`src/rtl/xor_path_sched.sv`:
```
// rtl/xor_path_sched.sv - two-channel round-robin scheduler sharing one XOR dut between FIFO pairs
// Optional sticky credit-overflow flag: define XOR_PATH_SCHED_ERR_EN
module xor_path_sched #(
   parameter int DUT_LAT   = 1,
   parameter int OUT_DEPTH = 8
) (
   input  logic       clk,
   input  logic       rst,
   input  logic       en,
   input  logic [1:0] in_empty,
   input  logic [1:0] in_data0,
   input  logic [1:0] in_data1,
   output logic [1:0] in_rd_en,
   output logic       dut_a,
   output logic       dut_b,
   input  logic       dut_out,
   output logic [1:0] out_wr_en,
   output logic       out_din,
   input  logic [1:0] out_rd,
   output logic       busy,
   output logic       err
);

   localparam int CW = $clog2(OUT_DEPTH + 1);
   localparam logic [CW-1:0] CMAX = CW'(OUT_DEPTH);

   typedef enum logic [1:0] {IDLE, RUN, DRAIN} state_t;

   state_t            state;
   logic              lp;
   logic [CW-1:0]     credit [2];
   logic [DUT_LAT:0]  tag_v;
   logic [DUT_LAT:0]  tag_id;

   logic [1:0]        elig;
   logic [1:0]        grant;
   logic [1:0]        full;
   logic [1:0]        inc;
   logic              issue;
   logic              pending;

   always_comb begin
      issue = (state == RUN) && en;
      for (int ch = 0; ch < 2; ch++) begin
         full[ch] = (credit[ch] == CMAX);
         elig[ch] = !in_empty[ch] && (credit[ch] != '0);
         inc[ch]  = out_rd[ch] && !full[ch];
      end
      grant = 2'b00;
      if (issue) begin
         if (elig[0] && (!elig[1] || lp))
            grant = 2'b01;
         else if (elig[1])
            grant = 2'b10;
      end
   end

   // Ops still in the line after this edge; the last stage retires this cycle.
   assign pending   = |tag_v[DUT_LAT-1:0];
   assign in_rd_en  = grant;
   assign out_wr_en = {tag_v[DUT_LAT] & tag_id[DUT_LAT], tag_v[DUT_LAT] & ~tag_id[DUT_LAT]};
   assign out_din   = tag_v[DUT_LAT] & dut_out;

   always_ff @(posedge clk or negedge rst) begin
      if (!rst) begin
         state  <= IDLE;
         busy   <= 1'b0;
         lp     <= 1'b1;
         dut_a  <= 1'b0;
         dut_b  <= 1'b0;
         tag_v  <= '0;
         tag_id <= '0;
         for (int ch = 0; ch < 2; ch++)
            credit[ch] <= CMAX;
      end else begin
         tag_v  <= {tag_v[DUT_LAT-1:0], |grant};
         tag_id <= {tag_id[DUT_LAT-1:0], grant[1]};
         if (|grant) begin
            {dut_a, dut_b} <= grant[1] ? in_data1 : in_data0;
            lp             <= grant[1];
         end
         for (int ch = 0; ch < 2; ch++) begin
            if (inc[ch] && !grant[ch])
               credit[ch] <= credit[ch] + CW'(1);
            else if (grant[ch] && !inc[ch])
               credit[ch] <= credit[ch] - CW'(1);
         end
         case (state)
            IDLE: begin
               if (en) begin
                  state <= RUN;
                  busy  <= 1'b1;
               end
            end
            RUN: begin
               if (!en) begin
                  state <= pending ? DRAIN : IDLE;
                  busy  <= pending;
               end
            end
            DRAIN: begin
               if (en) begin
                  state <= RUN;
                  busy  <= 1'b1;
               end else if (!pending) begin
                  state <= IDLE;
                  busy  <= 1'b0;
               end
            end
            default: begin
               state <= IDLE;
               busy  <= 1'b0;
            end
         endcase
      end
   end

`ifdef XOR_PATH_SCHED_ERR_EN
   always_ff @(posedge clk or negedge rst) begin
      if (!rst)
         err <= 1'b0;
      else if (|(out_rd & full))
         err <= 1'b1;
   end
`else
   assign err = 1'b0;
`endif

endmodule

```
`config.mk`:
```
export PLATFORM = sky130hd
export DESIGN_NAME = xor_path_sched
export DESIGN_NICKNAME = d
export VERILOG_FILES = /design/src/rtl/xor_path_sched.sv
export SDC_FILE = /design/constraint.sdc
export NUM_CORES = 1
export LEC_CHECK = 0
export CORE_ASPECT_RATIO = 1.75
export CORE_MARGIN = 2
export CORE_UTILIZATION = 36
export DETAILED_ROUTE_END_ITERATION = 10
export SYNTH_ARGS = -nofsm -noshare
export SYNTH_HDL_FRONTEND = slang
export SYNTH_SLANG_ARGS = --single-unit
```
`constraint.sdc`:
```
create_clock -name clk -period 3 [get_ports clk]
set_input_delay 0.6 -clock clk [delete_from_list [all_inputs] [get_ports clk]]
set_output_delay 0.6 -clock clk [all_outputs]
set_load 0.01 [all_outputs]
```
; Word level (Yosys, flattened, before mapping)
; Cells that the tools add are included.
[totals]
latch_bits = 0
rom_bits = 0
ff_bits = 18
mem_bits_rw = 0
n_memories = 0
word_cells = 70
[classes]
n_mux = 19
n_div = 0
bitwise = 4
n_shift = 0
addsub = 4
reduce_logical = 27
multipliers = 0
eq_ne = 7
n_lt_le_gt_ge = 0
[ops]
columns = op, n
row1 = 2-bit 2-to-1 mux, 9
row2 = 4-bit 2-to-1 mux, 4
row3 = 1-bit logical AND, 10
row4 = 1-bit zero test, 9
row5 = "4-bit by 1-bit adder with 4-bit output, second input constant", 2
row6 = "4-bit equality test, second input constant", 2
row7 = 4-bit nonzero test, 2
row8 = "4-bit by 1-bit subtractor with 4-bit output, second input constant", 2
row9 = 2-bit one-hot mux with 3 select lines, 1
row10 = 1-bit 2-to-1 mux, 4
row11 = "2-bit inequality test, second input constant", 2
row12 = 2-bit nonzero test, 2
row13 = 1-bit AND, 3
row14 = "3-bit inequality test, second input constant", 1
row15 = 1-bit one-hot mux with 3 select lines, 1
row16 = 3-bit AND reduction, 1
row17 = "2-bit by 1-bit equality test with 1-bit output, second input constant", 1
row18 = "2-bit equality test, second input constant", 1
row19 = 2-bit zero test, 1
row20 = 2-bit OR reduction, 1
row21 = 1-bit logical OR, 1
row22 = 1-bit NOT, 1

; Depth between registers and ports, before layout
[logic_depth]
word_depth = 10
depth_mapped = 11
ltp_nobuf = 11

; Worst setup path after synthesis
; No wires, ideal clock.
[synth_timing]
path_type = input -> register
start = input en
end = register credit[3] (netlist name)
path_buffers = 0
stages = 11
path_slack_ns = 0.405
required_ns = 2.925
setup_ns = 0.075
arrival_time_ns = 2.519
cell_sequence = nand3b_2 -> or3_4 -> nor2_2 -> inv_2 -> ha_1 -> inv_1 -> ha_1 -> a21o_1 -> a21oi_1 -> mux2i_1 -> xnor2_1
[synth_between]
elab_chain_cells = 5
[synth_rtl]
columns = element, line
row1 = "start, declared", 9  ; input logic en,
row2 = 1-bit logical AND *, 43  ; issue = (state == RUN) && en;
row3 = 2-bit 2-to-1 mux *, 50  ; if (issue) begin
row4 = named net in_rd_en[1], 13  ; output logic [1:0] in_rd_en,
row5 = 1-bit zero test, 83  ; if (inc[ch] && !grant[ch])
row6 = 1-bit logical AND, 83
row7 = 4-bit 2-to-1 mux / 2-bit nonzero test (equally long branches), --
row8 = "end signal, assigned by index", 84  ; credit[ch] <= credit[ch] + CW'(1);
row9 = "end signal, assigned by index", 86  ; credit[ch] <= credit[ch] - CW'(1);
row10 = "end, declared", 31  ; logic [CW-1:0] credit [2];
; The timed path passes the listed nets; every way through them passes the cells marked *.
; A chain may end at the register's enable or synchronous reset.

; Worst setup path after layout
[layout_timing]
start = input in_empty[0]
end = output in_rd_en[0]
[layout_between]
elab_chain_cells = 5
[layout_rtl]
columns = element, line
row1 = "start, declared", 10  ; input logic [1:0] in_empty,
row2 = 1-bit zero test, 46  ; elig[ch] = !in_empty[ch] && (credit[ch] != '0);
row3 = 1-bit logical AND, 46
row4 = 1-bit logical AND, 51  ; if (elig[0] && (!elig[1] || lp))
row5 = 2-bit 2-to-1 mux, 51
row6 = 2-bit 2-to-1 mux, 50
row7 = "end, declared", 13
; Every way passes these cells.

==> key figures <==
STA
  – Total count of hold-check failures in the final report: 0
  – Setup repair after global routing missed its margin: no
  – Number of max-slew violations in the final report: 0
  – FMAX: 348 MHz
  – Slew at the pin closest to its max-slew limit: around 800 ps
  – Max transition margin: around 45%
  – Setup violators final: 0
  – Slack of the critical path: approximately 120 ps
  – Minimum clock period: 2880 ps
  – Post-route fraction of the period consumed by the critical path: between 90% and 100%
  – Worst-case clock skew: approximately 3.6 ps

Yosys
  – Synth Cell Area: about 1000 um2
  – Flop and latch count out of synthesis: 18
  – Number of different library cells in the post-synthesis netlist: 33
  – Main flop type after synthesis: dfrtp_1
  – Post-synth EDFFs: 0
  – Share of flip-flops with an asynchronous set or reset after synthesis: 100%
  – Seq/Total Area, Yosys: a little over two fifths
  – Net count after synthesis: ~110
  – Per-instance average area after synthesis: roughly 11 um2
  – Synth Instances: between 90 and 100
  – Yosys warns: 0

Power
  – Relative contribution of combinational cells to total power: 41.3%
  – Final Power: roughly 0.0011 W
  – Total power divided by cell area: 817 nW/um2
  – Clock share of power: between 10% and 20%
  – Switching portion of total power: 34.8%
  – Max rail drop VDD: around 450 uV
  – Leakage Power: ~0.58 nW
  – Cell Int Power: a little over 0.0007 W
  – Seq pwr share: 41.2%
  – Reported net switching power: ~0.00039 W

Clocking
  – Clock tree from TritonCTS: built
  – Source-to-sink clock delay at the later pin of the worst-skew pair: ~250 ps
  – Clock-pin slew on the worst setup and hold paths: 70 ps
  – Number of clock sinks seen by CTS: 18
  – H-tree levels: 1
  – Maximum clock path buffer count: 2
  – Buffer cell driving the clock tree root: clkbuf_8
  – TritonCTS Buffers: 3

Critical path
  – Critical-path maximum fanout: 2
  – Kind of cell adding the most delay to the critical path: buffers and inverters
  – Data required time of the critical path: approximately 2400 ps
  – Critical Path, Cell by Cell: clkdlybuf4s50_1 > or2_2 > or3_4 > inv_1 > clkdlybuf4s50_1
  – Most prevalent standard cell on the critical path: clkdlybuf4s50_1
  – Maximum cell stage delay along the critical path: around 520 ps
  – Arrival @ worst endpoint: roughly 2300 ps
  – R2R setup slack: 370 ps
  – Kind of capture point of the worst setup path: output pin
  – Critical path startpoint category: primary input
  – Number of buffers and inverters on the critical path: 3
  – CP max stage cell: clkdlybuf4s50_1
  – Worst setup path class: primary input to output pin

Finish
  – Filler Cell Count: 252
  – Final std cells w/o fill: 150
  – N_diodes: 0
  – Fraction of layout instances using a drive strength above 1: between 20% and 30%
  – Most common cell after layout, fill and taps aside: clkdlybuf4s50_1
  – Top library cells by usage in the layout, fill and taps aside: clkdlybuf4s50_1, dfrtp_1, xnor2_1, buf_4
  – Layout overhead on the synthesized area: 31.2%
  – Layout Utilization: between 40 and 50%
  – Final net count: ~140

Place
  – Total of buffers placed on input and output ports: 19
  – HPWL after detailed placement: between 1.5 and 2 mm
  – Setup slack after placement: -89.0 ps
  – Number of cells after detailed placement: 146
  – Global placement routability congestion: 0.764

Global routing
  – Initial antenna violation count: 0
  – Maximum number of pins on one net before global-route repair: 19
  – All-layer global routing usage: between 10 and 15%
  – Met2 demand-to-capacity share in global routing: a little over a quarter
  – Overflow after GRT: 0
  – Via count of the first global-routing pass: roughly 830
  – Global-route wire length before repair: 3.63 mm
  – GR peak layer: met2
  – Met1 Resource Use GR: around 17%
  – Met3 track utilization from global routing: under 10%

Die
  – Die extent in y: 74.9 um
  – Chip Width: between 40 and 50 um
  – Floorplan die area: roughly 3300 um2
  – Core Rows: 25
  – Effective utilization at floorplan: 38.0%
  – Core area: between 2000 and 3000 um2
  – Number of top-level pins: 21

Detailed routing
  – Vias: around 780
  – Initial DRC Count: 11
  – Remaining antenna violation count: 0
  – Vias per cell: between 5 and 6
  – Drt wl/cell: 13.6 um
  – Aggregate routed wire length: 2.04 mm
  – Length of the first detailed-routing pass in iterations: 4
  – Detailed-route DRC error count: 0

Job
  – # Max-Cap Violations: 0

Status
  – Outcome: finished clean

Min path
  – Path category of the worst min-delay check: flop to flop
-- area by class of cell --
cell class                      instances  area (um2)  share of cell area, %
Inverter                                5        18.8                   1.38
Timing Repair Buffer                   26         241                   17.8
Clock buffer                            4        55.1                   4.06
Tap cell                               27        33.8                   2.49
Sequential cell                        18         454                   33.5
Multi-Input combinational cell         70         554                   40.8
-- cell families (layout without fill, tap and decap cells) --
| kind of cell | count (synthesis) | count (layout) | share of synthesized area (%) |
|---|---|---|---|
| compound gates | 20 | 20 | 12.2 |
| xor+xnor | 7 | 7 | 5.93 |
| fa+ha+maj | 8 | 8 | 11.1 |
| buf+inv | 6 | 35 | 2.54 |
| flops | 18 | 18 | 43.9 |
| mux | 4 | 4 | 4.11 |
| other cells | 1 | 1 | 0.362 |
| simple gates | 30 | 30 | 19.8 |
-- cells in the mapped netlist, types with 2 or more instances --
library cell  number  area share [%]
a21boi_0           3             2.2
a21o_1             2             1.5
a21oi_1            4             1.9
a31oi_1            2             1.2
and2_1             2             1.2
dfrtp_1           15              36
dfstp_2            3             7.6
fa_1               2             3.9
ha_1               6             7.3
inv_1              4             1.5
mux2_2             2             2.2
mux2i_1            2             1.9
nand2_1            3             1.1
nand3_1            2            0.97
nor2_1             6             2.2
nor2b_1            2             1.2
nor3_1             5             2.4
nor4_4             2             4.1
o21ai_0            6             2.9
or3_4              2             2.2
xnor2_1            7             5.9
-- power groups by stage --
stage / Sequential, W / Clock [W] / Combinational (W)
after floorplan: 0.000447 / 0 / 0.000326
after global placement: 0.000463 / 0 / 0.000449
after detailed placement: 0.000464 / 0 / 0.000466
after CTS: 0.000460 / 0.000202 / 0.000467
after global routing: 0.000474 / 0.000213 / 0.000527
final: 0.000457 / 0.000194 / 0.000458
-- metrics by stage --
| stage | hold slack, ps | area, um2 | TNS, ps |
|---|---|---|---|
| floorplan | 304 | 1030 | 0 |
| global placement | 337 | 1300 | -27.9 |
| detailed placement | 342 | 1300 | -134 |
| CTS | 359 | 1360 | 0 |
| global route | 384 | 1360 | 0 |
| finish | 356 | 1360 | 0 |
-- registers in the layout, indices dropped and copies added, names as in the netlist --
| name | flops |
|---|---|
| dut_b | 1 |
| dut_a | 1 |
| credit | 8 |
| tag_v | 2 |
| lp | 1 |
| busy | 1 |
| state | 2 |
| tag_id | 2 |
-- worst paths after layout --
check                                      start                     to  cells past startpoint
min in group asynchronous                    rst     tag_v[1]$_DFF_PN0_                      1
max                                  in_empty[0]            in_rd_en[0]                      5
min                          tag_id[0]$_DFF_PN0_    tag_id[1]$_DFF_PN0_                      0
max reg2reg                credit[1]$_DFFE_PN0P_  credit[7]$_DFFE_PN1P_                     10
min reg2reg                  tag_id[0]$_DFF_PN0_    tag_id[1]$_DFF_PN0_                      0
max in group asynchronous                    rst  credit[4]$_DFFE_PN0P_                      1
-- routing by layer --
| layer | vias to the layer above | wire length, um |
|---|---|---|
| met4 | 0 | 36 |
| met1 | 367 | 831 |
| met2 | 15 | 1100 |
| met3 | 4 | 75 |
| met5 | - | 0 |
| li1 | 389 | - |
-- timing repair --
action	CTS	global route
setup endpoints to repair	1	0
gates resized for setup	1	0
hold buffers	0	0
setup buffers	0	0
Power figures use the tool's default switching activity.
